<file path="src/rtl/ps2_key_tracker.sv">
// ps2_key_tracker
//   Turns the PS/2 Set-2 byte stream from PS2_Controller into held key levels
//   for two players, plus sticky kick requests that persist until the slow
//   game tick consumes them.
//
// Ports
//   CLOCK_50          system clock (sole clock)
//   reset             synchronous, active-high
//   received_data     byte from PS2_Controller
//   received_data_en  one-cycle strobe qualifying received_data
//   game_tick         movement-rate pulse; consumes pending kick requests
//   p1_up/left/down/right   W/A/S/D held levels (opposing pairs cancel)
//   p2_up/left/down/right   arrow-key held levels (opposing pairs cancel)
//   p1_kick_req, p2_kick_req sticky requests for Space / Enter
//   proto_err         one-cycle pulse on prefix timeout or repeated F0
//
// Build option
//   PS2_TYPEMATIC_FILTER_EN : when defined, auto-repeat makes of Space/Enter
//   do not raise a new kick request; one physical press gives one kick.
module ps2_key_tracker #(
    parameter int PREFIX_TIMEOUT = 1000000,
    parameter int TO_W           = 20
) (
    input  logic       CLOCK_50,
    input  logic       reset,
    input  logic [7:0] received_data,
    input  logic       received_data_en,
    input  logic       game_tick,
    output logic       p1_up,
    output logic       p1_left,
    output logic       p1_down,
    output logic       p1_right,
    output logic       p2_up,
    output logic       p2_left,
    output logic       p2_down,
    output logic       p2_right,
    output logic       p1_kick_req,
    output logic       p2_kick_req,
    output logic       proto_err
);

    typedef enum logic [1:0] {IDLE, EXT, BRK, EXT_BRK} state_t;

    // Held-bit indices
    localparam int K_W     = 0;
    localparam int K_A     = 1;
    localparam int K_S     = 2;
    localparam int K_D     = 3;
    localparam int K_UP    = 4;
    localparam int K_LEFT  = 5;
    localparam int K_DOWN  = 6;
    localparam int K_RIGHT = 7;

    localparam logic [TO_W-1:0] TO_MAX = TO_W'(PREFIX_TIMEOUT);

    state_t          state, state_nxt;
    logic [7:0]      held, held_nxt;
    logic [TO_W-1:0] to_cnt;
    logic [7:0]      key_sel;
    logic [1:0]      kick_sel;    // [0]=Space, [1]=Enter
    logic            key_brk;     // current key code arrived with a break prefix
    logic            f0_err;
    logic            timeout;
    logic            is_ext, is_brk;
    logic [1:0]      kick_make, kick_set;
    logic [1:0]      req, req_nxt;

    assign is_ext = (state == EXT) || (state == EXT_BRK);
    assign is_brk = (state == BRK) || (state == EXT_BRK);

    // Next-state / decode
    always_comb begin
        state_nxt = state;
        key_sel   = '0;
        kick_sel  = '0;
        key_brk   = 1'b0;
        f0_err    = 1'b0;
        timeout   = 1'b0;
        if (received_data_en) begin
            if (received_data == 8'hE0) begin
                state_nxt = EXT;
            end else if (received_data == 8'hF0) begin
                case (state)
                    IDLE:    state_nxt = BRK;
                    EXT:     state_nxt = EXT_BRK;
                    default: f0_err    = 1'b1;   // F0 F0: stay, flag it
                endcase
            end else begin
                state_nxt = IDLE;
                key_brk   = is_brk;
                if (is_ext) begin
                    case (received_data)
                        8'h75:   key_sel[K_UP]    = 1'b1;
                        8'h72:   key_sel[K_DOWN]  = 1'b1;
                        8'h6B:   key_sel[K_LEFT]  = 1'b1;
                        8'h74:   key_sel[K_RIGHT] = 1'b1;
                        default: ;
                    endcase
                end else begin
                    case (received_data)
                        8'h1D:   key_sel[K_W] = 1'b1;
                        8'h1C:   key_sel[K_A] = 1'b1;
                        8'h1B:   key_sel[K_S] = 1'b1;
                        8'h23:   key_sel[K_D] = 1'b1;
                        8'h29:   kick_sel[0]  = 1'b1;
                        8'h5A:   kick_sel[1]  = 1'b1;
                        default: ;
                    endcase
                end
            end
        end else if (state != IDLE && to_cnt == TO_MAX) begin
            timeout   = 1'b1;
            state_nxt = IDLE;
        end
    end

    // Held levels are independent of the opposing-pair rule; cancellation is
    // applied only on the way out so releasing one key exposes the other.
    assign held_nxt  = key_brk ? (held & ~key_sel) : (held | key_sel);
    assign kick_make = key_brk ? 2'b00 : kick_sel;

`ifdef PS2_TYPEMATIC_FILTER_EN
    logic [1:0] seen;
    logic [1:0] kick_brk;
    assign kick_brk = key_brk ? kick_sel : 2'b00;
    assign kick_set = kick_make & ~seen;

    always_ff @(posedge CLOCK_50) begin
        if (reset) seen <= '0;
        else       seen <= (seen | kick_make) & ~kick_brk;
    end
`else
    assign kick_set = kick_make;
`endif

    // A tick consumes the old request; a make in the same cycle re-arms it.
    assign req_nxt = (req & ~{2{game_tick}}) | kick_set;
    assign p1_kick_req = req[0];
    assign p2_kick_req = req[1];

    always_ff @(posedge CLOCK_50) begin
        if (reset) begin
            state     <= IDLE;
            held      <= '0;
            req       <= '0;
            to_cnt    <= '0;
            proto_err <= 1'b0;
            p1_up     <= 1'b0;
            p1_left   <= 1'b0;
            p1_down   <= 1'b0;
            p1_right  <= 1'b0;
            p2_up     <= 1'b0;
            p2_left   <= 1'b0;
            p2_down   <= 1'b0;
            p2_right  <= 1'b0;
        end else begin
            state     <= state_nxt;
            held      <= held_nxt;
            req       <= req_nxt;
            proto_err <= f0_err | timeout;
            // Counter clears on any byte and while idle; saturates at the limit.
            if (received_data_en || state == IDLE)
                to_cnt <= '0;
            else if (to_cnt != TO_MAX)
                to_cnt <= to_cnt + TO_W'(1);
            // Outputs come from held_nxt to keep one cycle of latency.
            p1_up    <= held_nxt[K_W]     & ~held_nxt[K_S];
            p1_down  <= held_nxt[K_S]     & ~held_nxt[K_W];
            p1_left  <= held_nxt[K_A]     & ~held_nxt[K_D];
            p1_right <= held_nxt[K_D]     & ~held_nxt[K_A];
            p2_up    <= held_nxt[K_UP]    & ~held_nxt[K_DOWN];
            p2_down  <= held_nxt[K_DOWN]  & ~held_nxt[K_UP];
            p2_left  <= held_nxt[K_LEFT]  & ~held_nxt[K_RIGHT];
            p2_right <= held_nxt[K_RIGHT] & ~held_nxt[K_LEFT];
        end
    end

endmodule

</file>
<file path="config.mk">
export PLATFORM = sky130hd
export DESIGN_NAME = ps2_key_tracker
export DESIGN_NICKNAME = d
export VERILOG_FILES = /design/src/rtl/ps2_key_tracker.sv
export SDC_FILE = /design/constraint.sdc
export NUM_CORES = 1
export LEC_CHECK = 0
export CAP_MARGIN = 20
export CELL_PAD_IN_SITES_DETAIL_PLACEMENT = 1
export CELL_PAD_IN_SITES_GLOBAL_PLACEMENT = 1
export CORE_AREA = 2 2 70 72
export CTS_BUF_LIST = sky130_fd_sc_hd__clkbuf_4 sky130_fd_sc_hd__clkbuf_8
export DETAILED_ROUTE_END_ITERATION = 10
export DIE_AREA = 0 0 72 74
export PLACE_DENSITY_LB_ADDON = 0.1
export SLEW_MARGIN = 10
export SYNTH_ARGS = -nofsm -noshare
export SYNTH_HDL_FRONTEND = slang
export SYNTH_SLANG_ARGS = --single-unit
export TNS_END_PERCENT = 5
</file>
<file path="constraint.sdc">
create_clock -name CLOCK_50 -period 2.3 [get_ports CLOCK_50]
set_clock_uncertainty 0.05 [all_clocks]
set_input_delay 0.575 -clock CLOCK_50 [delete_from_list [all_inputs] [get_ports CLOCK_50]]
set_output_delay 0.575 -clock CLOCK_50 [all_outputs]
set_load 0.03 [all_outputs]
</file>
## After elaboration in Yosys (flattened, before gate mapping)

Index checks and enable logic that the tools add are counted.

- Bits in registers: 41
- Logic and storage cells: 100
- Output and inout port bits: 11
- Input bits: 12

- Eq/ne operators: 18
- Bitwise gates (word level): 23
- Add/subtract/negate cells: 1
- Reduce and logical (&&, ||, !) cells: 10
- Mux-type cells: 35

Operators by type and width:

| operator | count |
|---|---|
| $eq 8x7->1 const B | 5 |
| $mux 8 | 4 |
| $eq 8x5->1 const B | 3 |
| $add 20x1->20 const B | 1 |
| $eq 20x20->1 const B | 1 |
| $ne 20x20->1 const B | 1 |
| $mux 1 | 19 |
| $mux 2 | 9 |
| $eq 8x6->1 const B | 2 |
| $eq 8x8->1 const B | 2 |
| $and 1x1->1 | 8 |
| $and 8x8->8 | 1 |
| $mux 4 | 2 |
| $not 1->1 | 8 |
| $not 8->8 | 1 |
| $or 8x8->8 | 1 |
| $ne 5x4->1 const B | 1 |
| $eq 2x2->1 const B | 2 |
| $pmux 2 s2 | 1 |
| $reduce_bool 2->1 | 2 |
| $reduce_or 2->1 | 2 |
| $logic_or 1x1->1 | 3 |
| $and 2x2->2 | 1 |
| $eq 2x1->1 const B | 1 |
| other kinds (6) | 6 |

## Longest topological paths before layout

- Word-level depth: 11
- Depth in mapped cells: 6

## Worst setup path before layout

OpenSTA, ideal clock, no wires.

- Path kind: input -> register
- Start: input received_data[2]
- End: register p1_up
- Library setup time: 80 ps
- Buffers on the path: 0
- Arrival time: 1669 ps
- Setup slack: 501 ps
- Stages: 4
- Cell sequence: or3_4 -> nor4_2 -> mux2i_1 -> nor3b_1

- Word-level cells in the longest chain between the ends: 11
- Elaborated cells between the ends (all ways): 19
- Those cells by class: 4 x eq/ne; 10 x mux; 5 x bitwise

RTL lines:

| what | line | source |
|---|---|---|
| from (decl) | 26 | `input logic [7:0] received_data,` |
| $eq 8x5->1 | 100 | `case (received_data)` |
| $mux 1 | 100 |  |
| $mux 4 | 91 | `if (is_ext) begin` |
| $mux 8 | 82 | `end else if (received_data == 8'hF0) begin` |
| $mux 8 | 80 | `if (received_data == 8'hE0) begin` |
| $mux 8 | 79 | `if (received_data_en) begin` |
| $not 8->8 | 119 | `assign held_nxt = key_brk ? (held & ~key_sel) : (held \| key_sel);` |
| $and 8x8->8 | 119 |  |
| $mux 8 * | 119 |  |
| $not 1->1 | 167 | `p1_up <= held_nxt[K_W] & ~held_nxt[K_S];` |
| $and 1x1->1 * | 167 |  |
| to (signal assigned) | 167 |  |
| to (decl) | 29 | `output logic p1_up,` |

Every way passes the cells marked *; elsewhere a longest branch is shown, timed or not.
A chain may end at the register's enable or synchronous reset.

## Worst setup path after layout

- Start: input received_data[2]
- End: register p1_down

- Word-level cells in the longest chain between the ends: 11
- Elaborated cells between the ends (all ways): 19
- Those cells by class: 4 x eq/ne; 10 x mux; 5 x bitwise

RTL lines:

| what | line | source |
|---|---|---|
| $eq 8x5->1 | 100 |  |
| $mux 1 | 100 |  |
| $mux 4 | 91 |  |
| $mux 8 | 82 |  |
| $mux 8 | 80 |  |
| $mux 8 | 79 |  |
| $not 8->8 | 119 |  |
| $and 8x8->8 | 119 |  |
| $mux 8 * | 119 |  |
| $not 1->1 | 168 | `p1_down <= held_nxt[K_S] & ~held_nxt[K_W];` |
| $and 1x1->1 * | 168 |  |
| to (signal assigned) | 168 |  |
| to (decl) | 31 | `output logic p1_down,` |

Marks and branches as above.

==> impl_metrics.env <==
export IMPL_status="finished, final reports clean"
export IMPL_synth_cell_area_sq_um=1950
export IMPL_design_power_total_w=0.00126
export IMPL_finalMaxSlewViolations=0
export IMPL_dpl_cell_area_sq_um=2260
export IMPL_synth_avg_cell_area_sq_um=9.13
export IMPL_post_route_worst_setup_slack_ps=167
export IMPL_row_count=25
export IMPL_placement_io_buffers=22
export IMPL_antenna_diode_count=0
export IMPL_post_cts_resized=0
export IMPL_floorplan_io_pins=23
export IMPL_synth_yosys_seq_area_share_pct=42.2
export IMPL_detail_route_first_pass_iterations=4
export IMPL_yosysUniqueCellTypes=45
export IMPL_seqCellArea_sq_um=821
export IMPL_critical_path_max_fanout=5
export IMPL_die_width_um=72
export IMPL_worst_skew_pair_late_latency_ps=280
export IMPL_path_delay_family="buffers and inverters"
export IMPL_drive_gt1_share_pct=9.84
export IMPL_power_leakage_nw=0.821
export IMPL_antenna_violations_before_repair=0
export IMPL_hold_path_class="flip-flop to flip-flop"
export IMPL_power_per_cell_area_nw_per_um2=536
export IMPL_multi_input_area_sq_um=1050
export IMPL_floorplan_core_area_sq_um=4600
export IMPL_setup_repair_after_global_routing_missed_its_margin="false"
export IMPL_dp_final_hpwl_um=3740
export IMPL_startpoint_type="input pin"
export IMPL_slowest_delay_ps=490
export IMPL_postCtsSetupBuffers=0
export IMPL_area_growth_pct=20.9
export IMPL_p_seq_share_pct=56.3
export IMPL_syn_instance_count=213
export IMPL_whs_ps=434
export IMPL_die_y_um=74
export IMPL_data_required_time_at_the_worst_endpoint_ps=2450
export IMPL_clock_power_share_pct=38.2
export IMPL_via_count=1684
export IMPL_layout_cell_area_non_filler_sq_um=2350
export IMPL_post_drt_wl_per_cell_um=16.4
export IMPL_largest_net_degree_at_the_start_of_global_routing=24
export IMPL_worstPathCellList="clkdlybuf4s50_1 -> buf_4 -> nor4b_1 -> buf_4 -> nand3_1 -> mux2i_1 -> nor3b_1"
export IMPL_top_area_cell_type_share_of_the_netlist_area_pct=42.2
export IMPL_worst_endpoint_arrival_ps=2290
export IMPL_path_clk_slew_ps=80
export IMPL_power_switching_w=0.000279
export IMPL_comb_power_share_pct=5.5
export IMPL_fillCellCount=517
export IMPL_fin_setup_tns_ps=0
export IMPL_dp_worst_setup_slack_ps=-179
export IMPL_critical_path_slowest_cell="clkdlybuf4s50_1"
export IMPL_number_of_global_route_vias_before_repair=1752
export IMPL_clockBufferDepth=2
export IMPL_report_final_hold_viol_count=0
export IMPL_ant_nets=0
export IMPL_global_route_wire_length_before_repair_um=8230
export IMPL_synth_flop_cell="dfxtp_1"
export IMPL_crit_top_cell="buf_4"
export IMPL_maxCapViolCount=0
export IMPL_async_flop_share_pct=0
export IMPL_global_route_overflow_total=0
export IMPL_finalSetupViolations=0
export IMPL_detail_route_iter0_violations=85
export IMPL_detail_route_vias_per_cell=5.65
export IMPL_place_gp_congestion=0.876
export IMPL_numCtsBuffers=5
export IMPL_mappedNetlistNets=227
export IMPL_power_switching_fraction_pct=22.1
export IMPL_initial_core_util_pct=42.3
export IMPL_slew_hr_pct=73.2
export IMPL_gr_usage_all_layers_pct=20.1
export IMPL_min_period_ps=2130
export IMPL_cts_tree="done"
export IMPL_tightest_slew_ps=397
export IMPL_synth_area_leaders="dfxtp_1, nor2_1, xor2_1"
export IMPL_cp_end_kind="flip-flop"
export IMPL_final_net_count=258
export IMPL_clock_tree_htree_level_count=2
export IMPL_fin_crit_sh_pct=92.7
export IMPL_wire_length_reported_by_the_detailed_router_um=4870
export IMPL_synth_enable_flop_cells=0
export IMPL_tritoncts_num_sinks=41
export IMPL_max_vdd_ir_drop_v=0.000358
export IMPL_yosys_warnings=0
export IMPL_worstSetupPathType="input pin to flip-flop"
export IMPL_synth_largest_area_cell="dfxtp_1"
export IMPL_drc_errors=0
export IMPL_worst_path_buf_inv=3
export IMPL_cts_root_buf="clkbuf_8"
export IMPL_timing_fmax_mhz=469
export IMPL_internal_power_w=0.000982
export IMPL_synth_seq_cells=41
export IMPL_post_cts_hold_buffer_count=0
export IMPL_floorplan_die_area_sq_um=5330
==> cells in the mapped netlist (2+ instances only) <==
library cell	instances
dfxtp_1	41
nor2_1	24
a21oi_1	14
nand2_1	10
nand3_1	9
nand4_1	9
o21ai_0	9
xor2_1	9
inv_1	7
mux2i_1	7
nor3b_1	7
or3_1	6
clkbuf_1	5
nor3_1	4
and2_1	3
and3_1	3
and4_1	3
nand2b_1	3
nand4b_1	3
nor4b_1	3
o211ai_1	3
and3b_1	2
and4b_1	2
buf_6	2
ha_1	2
nand4_4	2
nor2b_1	2
nor4bb_1	2
==> routing by layer <==
layer	GRT usage, %	up-vias	part of all wire [%]
li1	-	836	-
met1	22.5	815	41
met2	38.0	25	54
met3	4.61	8	2.9
met4	6.29	0	2.0
met5	0	-	0
==> cells by family (layout without fill, tap and decap cells) <==
family | Yosys count | in the layout | share of synthesized area [%]
xor+xnor | 10 | 10 | 4.50
compound gates | 31 | 31 | 9.20
mux | 7 | 7 | 3.60
fa+ha+maj | 2 | 2 | 1.29
flops | 41 | 41 | 42.2
buf+inv | 15 | 46 | 3.73
simple gates | 107 | 107 | 35.5
==> area by class of cell <==
class,count,area share (%)
clock buffer,6,3.51
clock inverter,1,0.319
inverter,7,1.12
multi-input combinational,157,44.7
sequential,41,34.9
tap,54,2.87
timing repair buffer,32,12.6
==> placed cells by master (no fill, tap or decap), types with 4 or more instances in the layout <==
cell type / count
mux2i_1: 7
clkdlybuf4s50_1: 22
dfxtp_1: 41
nor2_1: 24
nor3b_1: 7
nand2_1: 10
nor3_1: 4
o21ai_0: 9
nand4_1: 9
buf_4: 10
inv_1: 7
nand3_1: 9
or3_1: 6
xor2_1: 9
a21oi_1: 14
clkbuf_8: 6
==> stage by stage <==
stage | instances | util (%)
final | 298 | 51.2
after CTS | 298 | 51.2
after global routing | 298 | 51.2
after floorplan | 213 | -
after global placement | 291 | 49.2
after detailed placement | 291 | 49.2
==> worst min-delay path: stages (launching register included) <==
cell and delay [ps]:
dfxtp_1 320, nand2b_1 60, a21oi_1 50
==> power groups by stage <==
stage / Sequential (W) / Combinational [W] / Clock [W]
final: 0.000710 / 0.0000699 / 0.000482
after global routing: 0.000710 / 0.0000751 / 0.000533
after CTS: 0.000710 / 0.0000698 / 0.000496
after detailed placement: 0.000727 / 0.0000695 / 0
after global placement: 0.000726 / 0.0000671 / 0
after floorplan: 0.000727 / 0.0000239 / 0
==> final timing paths <==
path                     from    endpoint  slack [ps]  cells after the start
min reg2reg            req[1]      req[1]         430                      2
min                    req[1]      req[1]         430                      2
max          received_data[2]     p1_down         170                      7
max reg2reg         to_cnt[3]  to_cnt[18]         370                      4
==> state kept, by name, summed over array words and instances, names as in the netlist <==
register,count
req,2
state,2
p2_left,1
p1_down,1
p1_left,1
p2_right,1
p1_right,1
proto_err,1
to_cnt,20
p2_down,1
p1_up,1
p2_up,1
held,8
Note: power is estimated with default switching activity, not from simulation.
